===== src/rtl/pmem_loader_if.sv =====
// Byte-stream handshake into the program-memory loader.
// The producer drives valid/data and the loader answers with ready.
interface pmem_loader_if;
  logic       in_valid;
  logic [7:0] in_data;
  logic       in_ready;

  modport master (output in_valid, output in_data, input in_ready);
  modport slave  (input in_valid, input in_data, output in_ready);
endinterface


===== src/rtl/pmem_loader.sv =====
// Writable program memory filled from a byte stream (high byte, low byte per word),
// with a combinational fetch port for the CPU and a hold line while loading.
module pmem_loader #(
  parameter int ADDR_W  = 4,
  parameter int INSTR_W = 10,
  parameter int DEPTH   = 2**ADDR_W
) (
  input  logic               clk,
  input  logic               rst,
  input  logic               start,
  pmem_loader_if.slave       s_in,
  input  logic [ADDR_W-1:0]  cpu_addr,
  output logic [INSTR_W-1:0] cpu_instr,
  output logic               cpu_hold,
  output logic               load_done,
  output logic               load_err,
  output logic [ADDR_W:0]    word_count
);

  localparam int HI_W = INSTR_W - 8;
  localparam logic [ADDR_W:0] LAST_WORD = (ADDR_W+1)'(DEPTH - 1);

  typedef enum logic [2:0] {
    IDLE,
    HI,
    LO,
    WR,
    DONE,
    ERR
  } state_t;

  state_t              state_q, state_d;
  logic [HI_W-1:0]     hi_q, hi_d;
  logic [7:0]          lo_q, lo_d;
  logic [ADDR_W:0]     word_count_q, word_count_d;
  logic [INSTR_W-1:0]  mem_q [DEPTH];
  logic [INSTR_W-1:0]  mem_d [DEPTH];
  logic                in_ready;
  logic                xfer;

  // Status lines are pure decodes of the registered state.
  assign in_ready    = (state_q == HI) || (state_q == LO);
  assign s_in.in_ready = in_ready;
  assign xfer        = s_in.in_valid && in_ready;
  assign cpu_hold    = (state_q == HI) || (state_q == LO) ||
                       (state_q == WR) || (state_q == ERR);
  assign load_done   = (state_q == DONE);
  assign load_err    = (state_q == ERR);
  assign word_count  = word_count_q;
  assign cpu_instr   = mem_q[cpu_addr];

  always_ff @(posedge clk) begin
    if (rst) begin
      state_q      <= IDLE;
      hi_q         <= '0;
      lo_q         <= '0;
      word_count_q <= '0;
      mem_q        <= '{default: '0};
    end else begin
      state_q      <= state_d;
      hi_q         <= hi_d;
      lo_q         <= lo_d;
      word_count_q <= word_count_d;
      mem_q        <= mem_d;
    end
  end

  always_comb begin
    state_d      = state_q;
    hi_d         = hi_q;
    lo_d         = lo_q;
    word_count_d = word_count_q;
    mem_d        = mem_q;

    case (state_q)
      IDLE, DONE, ERR: begin
        if (start) begin
          state_d      = HI;
          word_count_d = '0;
        end
      end
      HI: begin
        if (xfer) begin
          // Any set bit above the instruction's top bits marks a corrupt stream.
          if (s_in.in_data[7:HI_W] == '0) begin
            hi_d    = s_in.in_data[HI_W-1:0];
            state_d = LO;
          end else begin
            state_d = ERR;
          end
        end
      end
      LO: begin
        if (xfer) begin
          lo_d    = s_in.in_data;
          state_d = WR;
        end
      end
      WR: begin
        mem_d[word_count_q[ADDR_W-1:0]] = {hi_q, lo_q};
        word_count_d = word_count_q + 1'b1;
        state_d      = (word_count_q == LAST_WORD) ? DONE : HI;
      end
      default: state_d = IDLE;
    endcase
  end

endmodule


===== src/flat_wrapper.sv =====
// flat-port wrapper written by rule: the top's interface ports become plain ports
module pmem_loader_flat 
#(
  parameter int ADDR_W  = 4,
  parameter int INSTR_W = 10,
  parameter int DEPTH   = 2**ADDR_W
)
  (clk, rst, start, cpu_addr, cpu_instr, cpu_hold, load_done, load_err, word_count, s_in_in_valid, s_in_in_data, s_in_in_ready);
  pmem_loader_if s_in_i ();
  input  logic clk;
  input  logic rst;
  input  logic start;
  input  logic [ADDR_W-1:0] cpu_addr;
  output logic [INSTR_W-1:0] cpu_instr;
  output logic cpu_hold;
  output logic load_done;
  output logic load_err;
  output logic [ADDR_W:0] word_count;
  input wire logic [$bits(s_in_i.in_valid)-1:0] s_in_in_valid;
  input wire logic [$bits(s_in_i.in_data)-1:0] s_in_in_data;
  output wire logic [$bits(s_in_i.in_ready)-1:0] s_in_in_ready;
  assign s_in_i.in_valid = s_in_in_valid;
  assign s_in_i.in_data = s_in_in_data;
  assign s_in_in_ready = s_in_i.in_ready;
  pmem_loader #(.ADDR_W(ADDR_W), .INSTR_W(INSTR_W), .DEPTH(DEPTH)) u_core (.clk(clk), .rst(rst), .start(start), .s_in(s_in_i), .cpu_addr(cpu_addr), .cpu_instr(cpu_instr), .cpu_hold(cpu_hold), .load_done(load_done), .load_err(load_err), .word_count(word_count));
endmodule

===== config.mk =====
export PLATFORM = sky130hd
export DESIGN_NAME = pmem_loader_flat
export DESIGN_NICKNAME = d
export VERILOG_FILES = /design/src/rtl/pmem_loader_if.sv /design/src/rtl/pmem_loader.sv /design/src/flat_wrapper.sv
export SDC_FILE = /design/constraint.sdc
export NUM_CORES = 1
export LEC_CHECK = 0
export ABC_AREA = 1
export BUFFER_PORTS_ARGS = -buffer_cell sky130_fd_sc_hd__buf_4
export CORE_MARGIN = 10
export CORE_UTILIZATION = 35
export CTS_CLUSTER_SIZE = 25
export DETAILED_ROUTE_END_ITERATION = 16
export PLACE_DENSITY = 0.55
export SKIP_CTS_REPAIR_TIMING = 1
export SLEW_MARGIN = 25
export SYNTH_ARGS = -nofsm -noshare
export SYNTH_HDL_FRONTEND = slang
export SYNTH_SLANG_ARGS = --single-unit

===== constraint.sdc =====
create_clock -name clk -period 2.4 [get_ports clk]
set_input_delay 0.12 -clock clk [delete_from_list [all_inputs] [get_ports clk]]
set_output_delay 0.12 -clock clk [all_outputs]
set_load 0.01 [all_outputs]

======== After elaboration in Yosys (flattened, before gate mapping) ========
Cells that the tools add are included.
cells by class
  add/subtract/negate cells ............... 1
  order comparisons ....................... 3
  equality and inequality tests ........... 9
  muxes and demuxes ....................... 14
  bitwise operators ....................... 2
  reductions and logical operators ........ 13
operator list
  cell                                                                          count
  160-bit bitwise mux                                                           1
  10-bit binary-select mux with 4-bit select                                    1
  10-bit demux with 4-bit select                                                1
  10-bit 2-to-1 mux                                                             3
  3-bit 2-to-1 mux                                                              5
  3-bit one-hot mux with 4 select lines                                         1
  5-bit >= comparator, second input constant                                    2
  4-bit NOT with 5-bit output                                                   2
  5-bit one-hot mux with 2 select lines                                         1
  3-bit by 2-bit == test with 1-bit output, second input constant               2
  3-bit == test, second input constant                                          2
  6-bit zero test                                                               1
  3-bit AND reduction                                                           2
  5-bit by 1-bit adder with 5-bit output, second input constant                 1
  5-bit by 4-bit == test with 1-bit output, second input constant               1
  5-bit by 1-bit less-than comparator with 1-bit output, second input constant  1
  5-bit 2-to-1 mux                                                              1
  2-bit by 1-bit inequality test with 1-bit output, second input constant       2
  2-bit AND reduction                                                           2
  3-bit by 1-bit == test with 1-bit output, second input constant               1
  3-bit zero test                                                               1
  1-bit logical OR                                                              3
  3-bit OR reduction                                                            1
  1-bit logical AND                                                             2
  other kinds (2)                                                               2
storage, ports and cells
  flip-flop bits (word level) ............. 178
  input bits .............................. 16
  output and inout port bits .............. 19
  logic and storage cells ................. 62

======== Depth between registers and ports, before layout ========
Gate-level depths: netlist (run 1).
  depth after elaboration ................. 6
  depth in mapped cells ................... 9
  gate-level depth less buffers ........... 9

======== Least setup slack after synthesis (run 1) ========
No wires, ideal clock.
  path type ............................... reg2reg
  start point ............................. register u_core.word_count_q[0] (netlist: u_core.word_count[0])
  end point ............................... register u_core.word_count_q[4] (netlist: u_core.word_count[4])
  library setup time ...................... 0.070 ns
  arrival ................................. 1.507 ns
  setup slack ............................. 0.824 ns
  cell stages (with the launch flop) ...... 7
  period minus slack after synthesis ...... 1.576 ns
  cell sequence ........................... dfxtp_1 -> ha_1 -> inv_1 -> nor2_1 -> ha_1 -> or2_2 -> a21oi_1
between the ends
  cells in the longest elaborated chain, start to end .. 2
ends and longest elaborated chain
  item                                    RTL line            RTL
  start, declared                         pmem_loader.sv:35   logic [ADDR_W:0] word_count_q, word_count_d;
  start signal, assigned                  pmem_loader.sv:63   word_count_q <= word_count_d;
  5-bit by 1-bit adder with 5-bit output  pmem_loader.sv:101  word_count_d = word_count_q + 1'b1;
  5-bit one-hot mux with 2 select lines   pmem_loader.sv:75   case (state_q)
Every way passes these cells.
A chain may end at the register's enable or synchronous reset.

======== Worst setup path after layout (run 1) ========
  start point ............................. register u_core.word_count_q[0] (netlist: u_core.word_count[0])
  end point ............................... register u_core.mem_q[4] in the netlist's numbering
between the ends
  cells in the longest elaborated chain, start to end .. 6
  elaborated cells on any way between the ends .. 7
  those cells by class .................... order compare: 2; mux: 3; bitwise: 1; reduce/logical: 1
ends and longest elaborated chain
  item                                                                                                                RTL line            RTL
  4-bit NOT with 5-bit output (implied by the code) (*)                                                               pmem_loader.sv:100  mem_d[word_count_q[ADDR_W-1:0]] = {hi_q, lo_q};
  5-bit >= comparator (implied by the code) or 5-bit by 1-bit less-than comparator with 1-bit output (tied branches)  pmem_loader.sv:100
  1-bit logical AND (implied by the code)                                                                             pmem_loader.sv:100
  10-bit 2-to-1 mux (implied by the code)                                                                             pmem_loader.sv:100
  10-bit demux with 4-bit select (*)                                                                                  pmem_loader.sv:100
  160-bit bitwise mux (*)                                                                                             pmem_loader.sv:100
  end signal, assigned                                                                                                pmem_loader.sv:64   mem_q <= mem_d;
  end, declared                                                                                                       pmem_loader.sv:36   logic [INSTR_W-1:0] mem_q [DEPTH];
Every way passes the cells marked *; elsewhere a longest branch is shown, timed or not.

==> flow_summary.toml, run 1 <==
[worst_setup_path]
cp-start-kind = "flip-flop"
cp_slowest_cell = "dfxtp_1"
crit_path_cell_trace = "ha_1 > inv_1 > nor2_1 > nand2_1 > o21ai_0 > a21oi_1"
critPathKind = "flip-flop to flip-flop"
critPathMaxFanout = 20
cpPeakStageDelay_ns = 0.46
worst_ep_required_time_ns = 2.71
cp.arrival_ns = 2.14
endpoint_kind = "flip-flop"

[logic_synthesis]
synth_seq_area_share_pct = 43.59
ys_ff_latch = 178
synth_warnings = 0
synth_area_per_cell_sq_um = 7.011
syn_nets = 1187
async_reset_ff_share_pct = 0
yosysTopAreaCell = "dfxtp_1"
ys_top_cells_by_area = "dfxtp_1 44%, nor2_1 12%, o21ai_0 11%"
synth-main-ff-cell = "dfxtp_1"
synthXorXnorAreaFrac_pct = 0
synth_cells = 1166
netlist_area_sq_mm = 0.008175
synth-compound-area-share_pct = 22.34
synthMuxAreaShare_pct = 0
synth_top_family_by_area = "simple AND/OR/NAND/NOR gates"
synth_cell_types = 22
synthAdderAreaFrac_pct = 0.7652
yosysMostFrequentCell = "nor2_1"
yosys-top-cells-count = "267 x nor2_1, 180 x o21ai_0, 178 x dfxtp_1"
synth-edff-count = 0
yosysTopAreaCellShare_pct = 43.59
synth_simple_gate_area_share_pct = 23.00

[clocking]
cts_tree = "built"
clockBufferDepth = 2
h-tree-depth = 4
cts_sinks = 178
clock_latency_ns = 0.44
cts_root_buf = "clkbuf_16"
numCtsBuffers = 17
clk_pin_slew_ns = 0.07

[timing]
tns_ns = 0
hold_viol = 0
setup_ws_ns = 0.5767
finalSetupViolations = 0
final_max_slew_viol_count = 0
clock.fmax_mhz = 548.4
slew_headroom_pct = 47.13
rsz0062_at_grt = "no"
whs_ns = 0.05029
period_share_pct = 75.97
fin_crit_ns = 1.823
worstMarginPinSlew_ns = 0.7922
finClkSkew_ns = 0.01225

[global_routing]
antenna_found_initial = 0
grt.total_usage_pct = 15.94
grt.overflow.total = 0
grt_pass1_vias = 6876
grt_pass1_wl_mm = 38.65
grt_max_degree = 73

[layout]
drive_gt1_share_pct = 9.814
syn2layout_area_growth_pct = 13.97
fill_cells = 2410
stdcell_count = 1495
fin_area_sq_mm = 0.009318
layout.nets = 1191
antennaDiodeCount = 0
multi_input_area_sq_mm = 0.003770
final-seq-area_sq_mm = 0.003563

[floorplanning]
fp.dieArea_sq_mm = 0.02987
rows = 55
coreArea_sq_mm = 0.02278
fp.dieW_um = 172.8
boundaryPins = 35
start_util_pct = 35.89
die_y_um = 172.8

[power]
power_frac_clock_pct = 44.3
p_sw_mw = 1.563
combPwrFrac_pct = 7.3
p_int_mw = 4.563
leakage_nw = 4.108
irDropWorstVdd_uv = 470.8
pwr_density_cell_mw_per_mm2 = 657.4
seqPwrFrac_pct = 48.4
p_sw_share_pct = 25.51

[route]
wl_per_cell_um = 16.30
dr.first_iter.drc_count = 638
avgViaCountPerCell = 4.961
drc = 0
num_vias = 7416
first_pass_iters = 5
postRouteAntennaNets = 0
wl_mm = 24.37

[placed_design]
gp_congestion = 0.8176
place_area_sq_mm = 0.008670
dp_cells = 1455
io_buffers = 34
pre_cts_slack_ns = 0.5720
hpwl_mm = 15.98

[hold_path]
hold_path_class = "input port to flip-flop"

[run_status]
outcome = "complete, no violations"

[run]
drv_cap = 0
==> per-layer routing <==
metal / vias to the layer above / part of all wire, % / global-route usage (%)
met5: - / 0 / 0
met4: 0 / 1.0 / 3.629
met3: 17 / 4.3 / 2.962
met2: 152 / 48 / 26.41
met1: 3455 / 46 / 21.01
li1: 3792 / - / -
==> cells in the final DEF, fill, tap and decap left out, drive strengths merged <==
cell | Yosys | final
a21oi | 91 | 91
buf | 32 | 61
bufinv | 0 | 1
clkbuf | 53 | 18
clkinv | 2 | 6
clkinvlp | 0 | 3
dfxtp | 178 | 178
dlygate4sd3 | 0 | 9
ha | 5 | 5
inv | 117 | 122
nand2 | 84 | 84
nand3 | 65 | 65
nor2 | 283 | 283
nor3 | 1 | 1
o211ai | 40 | 40
o21ai | 214 | 214
or2 | 1 | 1
==> stage by stage <==
| step | util [%] | power, mW |
|---|---|---|
| floorplan | - | 3.296 |
| global placement | 38.06 | 3.475 |
| detailed placement | 38.06 | 3.474 |
| CTS | 40.51 | 6.168 |
| global route | 40.91 | 6.327 |
| finish | 40.91 | 6.126 |
==> final cells by class <==
class	instances	share of cell area, %
inverters	119	4.821
clock buffers	18	4.606
multi-input cells	784	40.46
well taps	313	4.203
repair buffers	70	6.284
clock inverters	13	1.383
flip-flops and latches	178	38.24
==> power groups by stage <==
stage / registers, mW / logic (mW) / clock network, mW
after floorplan: 3.03 / 0.265 / 0
after global placement: 3.03 / 0.443 / 0
after detailed placement: 3.03 / 0.441 / 0
after CTS: 2.96 / 0.442 / 2.76
after global routing: 2.96 / 0.499 / 2.86
final: 2.96 / 0.450 / 2.71
==> registers in the layout, indices dropped and copies added, names as in the netlist <==
name	cells
u_core.mem_q	160
u_core.state_q	3
u_core.hi_q	2
u_core.lo_q	8
u_core.word_count	5
==> worst max-delay path: cells and delay by family (launching register included) <==
kind                       cells  cell delay (ns)
and+or+nand+nor                2             0.53
adders and majority gates      1             0.27
DFF                            1             0.46
AOI/OAI and AO/OA              2             0.36
buffers and inverters          1             0.07
==> cell families after synthesis <==
group / Yosys count
AND/OR/NAND/NOR: 434
flip-flops: 178
adder cells (fa/ha/maj): 5
AO/OA/AOI/OAI: 345
buffers and inverters: 204
==> final timing paths <==
path                                     start                           endpoint  slack, ns  cells after the start
min reg2reg       u_core.mem_q[3]$_SDFFE_PP0P_       u_core.mem_q[3]$_SDFFE_PP0P_       0.46                      2
max          u_core.word_count[0]$_SDFFE_PP0P_       u_core.mem_q[4]$_SDFFE_PP0P_       0.58                      6
min                                      start  u_core.word_count[4]$_SDFFE_PP0P_       0.05                      4
max reg2reg  u_core.word_count[0]$_SDFFE_PP0P_       u_core.mem_q[4]$_SDFFE_PP0P_       0.58                      6
Power figures use the tool's default switching activity.
==> inputs of run 2 (changes only) <==
--- a/config.mk
+++ b/config.mk
@@ -11,7 +11,7 @@
 export CORE_UTILIZATION = 35
 export CTS_CLUSTER_SIZE = 25
 export DETAILED_ROUTE_END_ITERATION = 16
-export PLACE_DENSITY = 0.55
+export PLACE_DENSITY = 0.57
 export SKIP_CTS_REPAIR_TIMING = 1
 export SLEW_MARGIN = 25
 export SYNTH_ARGS = -nofsm -noshare
==> constraint.sdc (replaced) <==
create_clock -name clk -period 1.5 [get_ports clk]
set_input_delay 0.075 -clock clk [delete_from_list [all_inputs] [get_ports clk]]
set_output_delay 0.075 -clock clk [all_outputs]
set_load 0.01 [all_outputs]
==> run 2 against run 1 <==
Net effect:
- the flow now finishes with violations (negative hold slack, negative setup slack)
- combinational power up 87%
- critical path type is now flip-flop to output pin
- clock power increased by 65%
- clock skew is 0.0044 ns lower
- largest cell class unchanged
- non-clock buffer count increased by 52
- sequential power increased by 60%
- design area increased by 9.6%
- die area unchanged
==> flow_summary.toml, run 2 (same netlist as run 1, synthesis figures left out) <==
[run_status]
outcome = "complete, but fails checks"
violations = "negative hold slack, negative setup slack"

[clocking]
cts_root_buf = "clkbuf_16"
clk_pin_slew_ns = 0.07
h-tree-depth = 4
clockBufferDepth = 2
cts_tree = "built"
cts_sinks = 178
clock_latency_ns = 0.44
numCtsBuffers = 17

[hold_path]
hold_path_class = "input port to flip-flop"
min-delay-start = "s_in_in_valid"

[worst_setup_path]
endpoint_kind = "output pin"
worst_ep_required_time_ns = 1.42
r2r-end = "u_core.mem_q[13]$_SDFFE_PP0P_"
cp-start-kind = "flip-flop"
critPathMaxFanout = 2
critPathKind = "flip-flop to output pin"
timing.rr.start = "u_core.state_q[1]$_SDFFE_PP0P_"
rr_worst_depth = 8
startpoint = "u_core.mem_q[130]$_SDFFE_PP0P_"
r2r_slack_ns = -0.07
cp.arrival_ns = 1.53
crit_end = "cpu_instr[0]"

[route]
num_vias = 7677
drc = 0
avgViaCountPerCell = 4.956
first_pass_iters = 5
dr.first_iter.drc_count = 592
wl_per_cell_um = 15.82
postRouteAntennaNets = 0
wl_mm = 24.51

[floorplanning]
rows = 55
die_y_um = 172.8
fp.dieArea_sq_mm = 0.02987
start_util_pct = 35.89
fp.dieW_um = 172.8
boundaryPins = 35
coreArea_sq_mm = 0.02278

[placed_design]
place_area_sq_mm = 0.009014
dp_cells = 1487
io_buffers = 34
gp_congestion = 0.8174
pre_cts_slack_ns = 0.03803
hpwl_mm = 15.86

[power]
pwr_density_cell_mw_per_mm2 = 985.3
irDropWorstVdd_uv = 747.7
fin_total_pwr_mw = 10.06
leakage_nw = 4.403

[timing]
hold_viol = 1
finalSetupViolations = 37
slew_headroom_pct = 55.33
worstMarginPinSlew_ns = 0.6692
final_max_slew_viol_count = 0
rsz0062_at_grt = "yes"
clock.fmax_mhz = 622.9
period_share_pct = 107.0
fin_crit_ns = 1.605
setup_ws_ns = -0.1054
whs_ns = -0.006750
finClkSkew_ns = 0.007840

[layout]
most-common-layout-cells = "250 x nor2_1, 163 x dfxtp_1, 162 x o21ai_0"
stdcell_count = 1549
layout.nets = 1244
top_register = "u_core.mem_q"
largest_register_ffs = 160
syn2layout_area_growth_pct = 24.92
fill_cells = 2352
final_common_cell = "nor2_1"
fin_area_sq_mm = 0.01021
drive_gt1_share_pct = 21.68
antennaDiodeCount = 0

[global_routing]
grt_pass1_wl_mm = 38.50
grt_max_degree = 84
grt_pass1_vias = 7032
grt.total_usage_pct = 15.82
antenna_found_initial = 0
grt.overflow.total = 0

[run]
drv_cap = 0
[run 2: cell types whose count changed in the layout (fill, tap and decap cells not counted), moves of 14 or more]
cell,before,now
nand2_1,79,63
dfxtp_1,178,163
inv_1,115,101
nor2_2,0,17
buf_4,58,91
o21ai_0,180,162
nand2_2,0,16
nor2_1,267,250
[run 2: worst max-delay path, stage by stage (launching register included)]
cell and delay, ns:
dfxtp_1 0.31, o211ai_1 0.25, nand3_1 0.17, nand3_1 0.14, nand2_2 0.08, buf_4 0.14
[run 2: how the worst min path moves through the flow]
stage / slack, ns / depth (start not counted) / end
2_1_floorplan: 0.14 / 1 / u_core.word_count[1]$_SDFFE_PP0P_
3_3_place_gp: 0.31 / 3 / u_core.lo_q[7]$_SDFFE_PP0P_
3_5_place_dp: 0.32 / 3 / u_core.hi_q[1]$_SDFFE_PP0P_
4_1_cts: -0.15 / 2 / u_core.word_count[1]$_SDFFE_PP0P_
5_1_grt: 0.05 / 4 / u_core.hi_q[1]$_SDFFE_PP0P_
6_report: -0.007 / 4 / u_core.hi_q[1]$_SDFFE_PP0P_
[run 2: power breakdown]
| part | switching [mW] | internal [mW] | leakage, nW | total (mW) |
|---|---|---|---|---|
| logic | 0.520 | 0.320 | 2.69 | 0.840 |
| registers | 0.00811 | 4.73 | 1.44 | 4.74 |
| clock network | 2.02 | 2.47 | 0.276 | 4.48 |
| total | 2.55 | 7.52 | 4.40 | 10.1 |
[run 2: metal layers]
metal | part of all wire [%] | wire [um] | vias up | GRT usage [%]
li1 | - | - | 3902 | -
met1 | 47 | 11480 | 3641 | 20.65
met2 | 49 | 12000 | 112 | 26.20
met3 | 3.2 | 772 | 22 | 2.941
met4 | 1.1 | 259 | 0 | 4.168
met5 | 0 | 0 | - | 0
[run 2: through the flow]
| stage | utilization (%) | TNS (ns) |
|---|---|---|
| final | 44.83 | -1.609 |
| after CTS | 42.15 | -1.360 |
| after detailed placement | 39.57 | 0 |
| after global routing | 44.83 | -6.736 |
| after global placement | 39.57 | 0 |
| after floorplan | - | 0 |
[run 2: cell type report]
type / instances / area [sq um] / share of cell area, %
inverters: 119 / 466.7 / 4.570
clock inverters: 15 / 161.4 / 1.580
multi-input cells: 785 / 4046 / 39.62
clock buffers: 17 / 425.4 / 4.166
repair buffers: 122 / 1134 / 11.10
flip-flops and latches: 178 / 3587 / 35.13
well taps: 313 / 391.6 / 3.835
